`src/rtl/cnn_rd_arb.sv`:
```
// cnn_rd_arb
//   Shares the single memory read port between the CNN's three read clients
//   (0 = picture window, 1 = weights, 2 = bias). Round-robin arbitration, one
//   outstanding read at a time. The memory response is routed back to the
//   owning client, and a watchdog ends a read that never gets a response.
//
// Ports
//   clk, rst          clock, synchronous active-high reset
//   cl_req            per-client level request, held until that client's cl_valid
//   cl_addr, cl_size  per-client start address / byte count, client i at slice i
//   cl_valid          one-cycle response strobe to the owning client
//   cl_data           response data (shared), qualified by cl_valid
//   cl_last_valid     index of the last valid byte, qualified by cl_valid
//   mem_req           read request to memory, held for the whole REQ phase
//   mem_start_addr    latched start address of the owner
//   mem_size_bytes    latched byte count of the owner
//   mem_valid         memory response strobe
//   mem_data          memory read data
//   mem_last_valid    memory last valid byte index
//   busy              high whenever the arbiter is not idle
//   owner             index of the current or last granted client
//   err_timeout       one-cycle pulse when a read times out
//   err_id            client that timed out; held until the next timeout

module cnn_rd_arb #(
    parameter int unsigned NUM_REQ     = 3,
    parameter int unsigned ADDR_WIDTH  = 19,
    parameter int unsigned SIZE_WIDTH  = 8,
    parameter int unsigned DATA_WIDTH  = 256,
    parameter int unsigned LV_WIDTH    = 5,
    parameter int unsigned TIMEOUT_CYC = 1024
) (
    input  logic                          clk,
    input  logic                          rst,

    input  logic [NUM_REQ-1:0]            cl_req,
    input  logic [NUM_REQ*ADDR_WIDTH-1:0] cl_addr,
    input  logic [NUM_REQ*SIZE_WIDTH-1:0] cl_size,
    output logic [NUM_REQ-1:0]            cl_valid,
    output logic [DATA_WIDTH-1:0]         cl_data,
    output logic [LV_WIDTH-1:0]           cl_last_valid,

    output logic                          mem_req,
    output logic [ADDR_WIDTH-1:0]         mem_start_addr,
    output logic [SIZE_WIDTH-1:0]         mem_size_bytes,
    input  logic                          mem_valid,
    input  logic [DATA_WIDTH-1:0]         mem_data,
    input  logic [LV_WIDTH-1:0]           mem_last_valid,

    output logic                          busy,
    output logic [1:0]                    owner,
    output logic                          err_timeout,
    output logic [1:0]                    err_id
);

    localparam int unsigned ID_WIDTH  = 2;
    localparam int unsigned CNT_WIDTH = (TIMEOUT_CYC > 1) ? $clog2(TIMEOUT_CYC) : 1;
    // Counter value on the last REQ cycle before the watchdog fires.
    localparam logic [CNT_WIDTH-1:0] CNT_LAST = CNT_WIDTH'(TIMEOUT_CYC - 1);

    typedef enum logic [1:0] {
        StIdle,
        StGrant,
        StReq,
        StDone
    } state_e;

    state_e state_q, state_d;

    logic [ID_WIDTH-1:0]   owner_q, owner_d;
    logic [ID_WIDTH-1:0]   rr_ptr_q, rr_ptr_d;
    logic [ID_WIDTH-1:0]   err_id_q, err_id_d;
    logic                  mem_req_q;
    logic [ADDR_WIDTH-1:0] addr_q, addr_d;
    logic [SIZE_WIDTH-1:0] size_q, size_d;
    logic [CNT_WIDTH-1:0]  tmo_cnt_q, tmo_cnt_d;

    logic                  arb_found;
    logic [ID_WIDTH-1:0]   arb_win;
    logic [ID_WIDTH-1:0]   arb_idx;
    logic                  in_req;
    logic                  tmo_fire;
    logic                  req_end;

    //------------------------------------------------------------------------
    // Round-robin search: start at rr_ptr and wrap, first active request wins.
    //------------------------------------------------------------------------
    always_comb begin
        arb_found = 1'b0;
        arb_win   = '0;
        arb_idx   = '0;
        for (int unsigned k = 0; k < NUM_REQ; k++) begin
            arb_idx = ID_WIDTH'((32'(rr_ptr_q) + k) % NUM_REQ);
            if (!arb_found && cl_req[arb_idx]) begin
                arb_found = 1'b1;
                arb_win   = arb_idx;
            end
        end
    end

    // A response in the terminal-count cycle takes precedence over the timeout.
    assign in_req   = (state_q == StReq);
    assign tmo_fire = in_req && !mem_valid && (tmo_cnt_q == CNT_LAST);
    assign req_end  = in_req && (mem_valid || tmo_fire);

    //------------------------------------------------------------------------
    // FSM: state register
    //------------------------------------------------------------------------
    always_ff @(posedge clk) begin
        if (rst) begin
            state_q <= StIdle;
        end else begin
            state_q <= state_d;
        end
    end

    //------------------------------------------------------------------------
    // FSM: next state
    //------------------------------------------------------------------------
    always_comb begin
        state_d = state_q;
        unique case (state_q)
            StIdle:  if (arb_found) state_d = StGrant;
            StGrant: state_d = StReq;
            StReq:   if (req_end) state_d = StDone;
            // Requests are ignored here so the owner can drop cl_req in time.
            StDone:  state_d = StIdle;
            default: state_d = StIdle;
        endcase
    end

    //------------------------------------------------------------------------
    // FSM: outputs
    //------------------------------------------------------------------------
    always_comb begin
        cl_valid      = '0;
        cl_data       = '0;
        cl_last_valid = '0;
        if (in_req) begin
            cl_data       = mem_data;
            cl_last_valid = mem_last_valid;
            if (mem_valid) begin
                cl_valid[owner_q] = 1'b1;
            end
        end
    end

    assign busy           = (state_q != StIdle);
    assign mem_req        = mem_req_q;
    assign mem_start_addr = addr_q;
    assign mem_size_bytes = size_q;
    assign owner          = owner_q;
    assign err_timeout    = tmo_fire;
    // Report the timed-out client in the same cycle as the pulse, then hold it.
    assign err_id         = err_id_d;

    //------------------------------------------------------------------------
    // Datapath next-state
    //------------------------------------------------------------------------
    always_comb begin
        owner_d   = owner_q;
        rr_ptr_d  = rr_ptr_q;
        err_id_d  = err_id_q;
        addr_d    = addr_q;
        size_d    = size_q;
        tmo_cnt_d = '0;

        if (state_q == StIdle && arb_found) begin
            owner_d = arb_win;
            addr_d  = cl_addr[32'(arb_win) * ADDR_WIDTH +: ADDR_WIDTH];
            size_d  = cl_size[32'(arb_win) * SIZE_WIDTH +: SIZE_WIDTH];
        end

        if (in_req) begin
            tmo_cnt_d = tmo_cnt_q + 1'b1;
        end

        if (req_end) begin
            rr_ptr_d = ID_WIDTH'((32'(owner_q) + 1) % NUM_REQ);
        end

        if (tmo_fire) begin
            err_id_d = owner_q;
        end
    end

    //------------------------------------------------------------------------
    // Datapath registers
    //------------------------------------------------------------------------
    always_ff @(posedge clk) begin
        if (rst) begin
            owner_q   <= '0;
            rr_ptr_q  <= '0;
            err_id_q  <= '0;
            mem_req_q <= 1'b0;
            addr_q    <= '0;
            size_q    <= '0;
            tmo_cnt_q <= '0;
        end else begin
            owner_q   <= owner_d;
            rr_ptr_q  <= rr_ptr_d;
            err_id_q  <= err_id_d;
            // Registered request: high exactly for the cycles spent in REQ.
            mem_req_q <= (state_d == StReq);
            addr_q    <= addr_d;
            size_q    <= size_d;
            tmo_cnt_q <= tmo_cnt_d;
        end
    end

endmodule

```
`config.mk`:
```
export PLATFORM = sky130hd
export DESIGN_NAME = cnn_rd_arb
export DESIGN_NICKNAME = d
export VERILOG_FILES = /design/src/rtl/cnn_rd_arb.sv
export SDC_FILE = /design/constraint.sdc
export NUM_CORES = 1
export LEC_CHECK = 0
export ABC_AREA = 1
export CORE_AREA = 4 4 247 249
export CTS_BUF_LIST = sky130_fd_sc_hd__clkbuf_16
export DETAILED_ROUTE_END_ITERATION = 10
export DIE_AREA = 0 0 251 253
export DONT_BUFFER_PORTS = 1
export HOLD_SLACK_MARGIN = 0.05
export PLACE_DENSITY_LB_ADDON = 0.2
export REMOVE_ABC_BUFFERS = 1
export SYNTH_ARGS = -nofsm -noshare
export SYNTH_HDL_FRONTEND = slang
export SYNTH_SLANG_ARGS = --single-unit
```
`constraint.sdc`:
```
create_clock -name clk -period 5.6 [get_ports clk]
set_input_delay 0.56 -clock clk [delete_from_list [all_inputs] [get_ports clk]]
set_output_delay 0.56 -clock clk [all_outputs]
set_load 0.02 [all_outputs]
```
After elaboration in Yosys (flattened, before gate mapping)

Index checks and enable logic that the tools add are counted.
W data, S select, Z words.

Register bits: 46
Bits of input ports: 348
Output and inout bits: 298
Logic and storage cells: 66

$add $sub $neg: 4
$mul: 1
Divide/modulo/power cells: 4
$lt $le $gt $ge: 5
Eq/ne operators: 5
Shift operators: 2
Multiplexer cells: 22
Bitwise gates (word level): 1
Reduce and logical (&&, ||, !) cells: 14

Operator list:

| kind                    | number |
|---|---|
| $mux W256               | 1 |
| $mod A32 B2 Y32 const B | 3 |
| $shiftx A57 B8 Y19      | 1 |
| $mod A2 B2 Y32 const B  | 1 |
| $shiftx A24 B6 Y8       | 1 |
| $lt A2 B3 Y1 const B    | 4 |
| $mux W2                 | 6 |
| $add A10 B1 Y10 const B | 1 |
| $eq A10 B10 Y1 const B  | 1 |
| $pmux W2 S4             | 1 |
| $logic_and A1 B1 Y1     | 7 |
| $mul A2 B5 Y7 const B   | 1 |
| $mux W1                 | 7 |
| $add A2 B1 Y3 const B   | 2 |
| $bmux W1 S2             | 3 |
| $eq A2 B2 Y1 const B    | 3 |
| $mux W3                 | 2 |
| $mux W5                 | 1 |
| $add A2 B2 Y3 const B   | 1 |
| $logic_not A1 Y1        | 3 |
| $demux W1 S2            | 1 |
| $eq A2 B1 Y1 const B    | 1 |
| $ge A2 B1 Y1 const B    | 1 |
| $logic_not A2 Y1        | 1 |
| 4 further kinds         | 4 |

Depth between registers and ports, before layout

Depth after elaboration: 13
Mapped depth: 14
Depth with buffers taken out: 12

Worst setup path after synthesis

Ideal clock, no wire load.

Path type: register to output
Start point: reg state_q[0]
End point: out cl_data[165]
Arrival: 1591 ps
Required time: 5040 ps
Slack: 3449 ps
Cell stages (with the launch flop): 8
Cell sequence: dfxtp_1 -> inv_1 -> ha_1 -> clkbuf_1 -> clkbuf_1 -> clkbuf_1 -> nand2_1 -> inv_1

Longest elaborated chain between the ends: 2

RTL lines:

| element                  | RTL line | text |
|---|---|---|
| start: declaration       | 68       | `state_e state_q, state_d;` |
| start signal: assignment | 111      | `state_q <= StIdle;` |
| start signal: assignment | 113      | `state_q <= state_d;` |
| $eq A2 B2 Y1             | 102      | `assign in_req = (state_q == StReq);` |
| $mux W256                | 139      | `if (in_req) begin` |
| end: declaration         | 40       | `output logic [DATA_WIDTH-1:0] cl_data,` |

No other way between the ends.

Worst setup path in the final report

Start point: reg state_q[0]
End point: out cl_data[227]

The elaborated chain is that of the path after synthesis.

==> impl_metrics.csv <==
group,metric,value,unit
sta,finalHoldViolations,0,
clocking,clk_pin_slew,80,ps
synthesis,yosys-top-cells-area,"inv_1 26%, nand2_1 25%, dfxtp_1 19%",
power_and_ir_drop,p_per_area,484,mW/mm^2
grt,antenna_found_initial,40,
placed_design,pre_cts_slack,2780,ps
run,max-cap-violations,0,
sta,fin_crit_sh,0.547,
synthesis,synth-xor-area-share,0,
status,outcome,"completed",
placed_design,dp.cells,1718,
synthesis,ys_types,31,
synthesis,synth_fa_ha_area_frac,0.0254,
synthesis,synth-compound-area-share,0.102,
sta,fin_skew,15.2,ps
clocking,postCtsSetupBuffers,0,
sta,slew_violations,0,
power_and_ir_drop,p_leak,0.00424,uW
critical_path,cp_max_fo,129,
clocking,cts_hold_buf,0,
power_and_ir_drop,internal_power,982,uW
synthesis,synthesis.area,0.00493,sq mm
clocking,cts_resized,0,
sta,max_freq,326,MHz
drt,via_per_inst,3.47,
floorplan,die_x,251,um
sta,worst_pin_slew,705,ps
synthesis,syn_inst,990,
drt,num_vias,6004,
sta,maxSlewHeadroom,0.530,
clocking,cts_buffer_depth,2,
finish,syn2layout_area_growth,19.4,%
power_and_ir_drop,finalPower,2850,uW
power_and_ir_drop,power_switching_share,0.656,
drt,routedWlPerCell,28.5,um
synthesis,synth-seq-cells,46,
grt,grt_pass1_wl,60900,um
synthesis,synth_area_leader_cell,"inv_1",
synthesis,synth_top_family_by_area,"simple AND/OR/NAND/NOR gates",
floorplan,num_io_pins,646,
finish,postLayoutCoreUtil,0.100,
clocking,cts-root-buf,"clkbuf_16",
synthesis,yosys.area_share.simple,0.371,
critical_path,worstPathArrival,2500,ps
sta,finalCriticalPeriod,3060,ps
power_and_ir_drop,ir_worst_vdd,0.165,mV
drt,wl,49300,um
drt,detail-route-antenna-nets,0,
floorplan,start_util,0.0841,
grt,grt_usage,0.143,
sta,setup_slack,2540,ps
synthesis,ys_seq_area_frac,0.187,
floorplan,die_h,253,um
power_and_ir_drop,p_comb_frac,0.642,
clocking,cts_tree,"built",
synthesis,synthMuxAreaShare,0,
critical_path,cp-end-kind,"primary output",
clocking,clock_latency,290,ps
finish,num-nets-final,1310,
finish,drive_above_1_share,0.0294,
power_and_ir_drop,seq_power_share,0.237,
placed_design,hpwl,45200,um
drt,first_pass_iters,7,
grt,first_global_vias,5785,
grt,grt-ovfl-total,0,
min_path,hp-class,"in2reg",
drt,drc,0,
power_and_ir_drop,netSwitchingPower,1870,uW
clocking,cts.sinks,46,
synthesis,synth_top_area_frac,0.262,
placed_design,port_buffers,0,
sta,rsz0062_at_grt,"no",
critical_path,crit_type,"reg2out",
floorplan,core_area,0.0587,sq mm
critical_path,worstSetupStartpointType,"flip-flop",
critical_path,critical_path_required,5040,ps
clocking,h-tree-depth,2,
floorplan,num_rows,89,
grt,grt_max_degree,130,
placed_design,gp_congestion,0.974,
finish,finalNonFillerCells,1729,
clocking,numCtsBuffers,5,
drt,initialDrtViolationCount,365,
finish,fillCellCount,7093,
synthesis,avgSynthCellArea,4.98,sq um
floorplan,die_area,0.0635,sq mm
power_and_ir_drop,p_clk_frac,0.122,
sta,setup_viol,0,
synthesis,ys_warn_count,0,
layout make-up:
type                       count  area, sq um  area share
multi-input combinational    544         2470       0.420
inverter                     351         1320       0.224
tap                          773          967       0.164
sequential                    46          921       0.156
clock buffer                   5          125      0.0212
timing repair buffer           4         42.5     0.00722
clock inverter                 3         37.5     0.00637
antenna                        3         7.51     0.00127
worst paths after layout:
| kind | cells after the start | slack [ps] | from | end |
|---|---|---|---|---|
| setup / recovery | 5 | 2540 | state_q[0] | cl_data[227] |
| hold / removal | 1 | 320 | rst | mem_start_addr[10] |
| setup reg to reg | 10 | 2930 | rr_ptr_q[0] | mem_start_addr[18] |
| hold reg to reg | 1 | 450 | tmo_cnt_q[0] | tmo_cnt_q[0] |
synth_stat cells:
master,instances
o21ai_0,21
buf_6,4
nand2_4,3
a21oi_1,56
nor3_1,8
o21bai_1,1
inv_2,6
buf_4,3
a21boi_0,5
nand4_4,1
nand2_2,1
nand2_1,329
inv_1,345
nand3_1,66
ha_1,10
nor2_4,1
a21boi_1,1
a211oi_1,1
nor3b_1,2
nand4_1,1
buf_1,1
o21ai_1,6
a31oi_1,2
o21a_1,1
nand3_4,1
nand3_2,3
nor2_1,23
dfxtp_1,46
clkbuf_1,34
buf_2,7
o21ai_2,1
state kept, by name, summed over array words and instances (netlist names):
name	cells
mem_start_addr	19
tmo_cnt_q	10
mem_size_bytes	8
err_id_q	2
owner	2
rr_ptr_q	2
state_q	2
mem_req	1
power by group through the flow:
| stage | Clock [uW] | Sequential (uW) | Combinational [uW] |
|---|---|---|---|
| floorplan | 0 | 627 | 1480 |
| global placement | 0 | 692 | 1840 |
| detailed placement | 0 | 685 | 1860 |
| CTS | 358 | 682 | 1860 |
| global route | 374 | 692 | 2020 |
| finish | 347 | 674 | 1830 |
metal layers:
| metal | vias to the layer above | wire [um] | track usage |
|---|---|---|---|
| li1 | 2691 | - | - |
| met1 | 2791 | 18700 | 0.161 |
| met2 | 433 | 25200 | 0.266 |
| met3 | 79 | 4530 | 0.0532 |
| met4 | 10 | 828 | 0.0143 |
| met5 | - | 66 | 0 |
cells by family after synthesis:
kind of cell             after synthesis
AND/OR/NAND/NOR                      439
buffers and inverters                400
adder cells (fa/ha/maj)               10
AO/OA/AOI/OAI                         95
flip-flops                            46
through the flow:
| step | hold WS [ps] | TNS, ps | instance area [sq um] |
|---|---|---|---|
| after global routing | 312 | 0 | 5890 |
| after global placement | 435 | 0 | 5720 |
| after detailed placement | 437 | 0 | 5720 |
| after CTS | 316 | 0 | 5890 |
| final | 324 | 0 | 5890 |
| after floorplan | 418 | -29690 | 4700 |
critical path, stage by stage (launching register included):
cell and delay [ps]:
dfxtp_1 310, inv_1 130, ha_4 580, buf_12 390
nand2_1 300, inv_1 260
layout by cell type, fill, tap and decap left out, types with 6 or more instances in the layout:
master   synthesis  routed
nand2_1        329     329
nand3_1         66      66
o21ai_1          6       6
ha_1            10       9
nor2_1          23      23
dfxtp_1         46      46
nor3_1           8       8
inv_2            6       6
a21oi_1         56      56
inv_1          345     347
o21ai_0         21      21
Note: power is estimated with default switching activity, not from simulation.
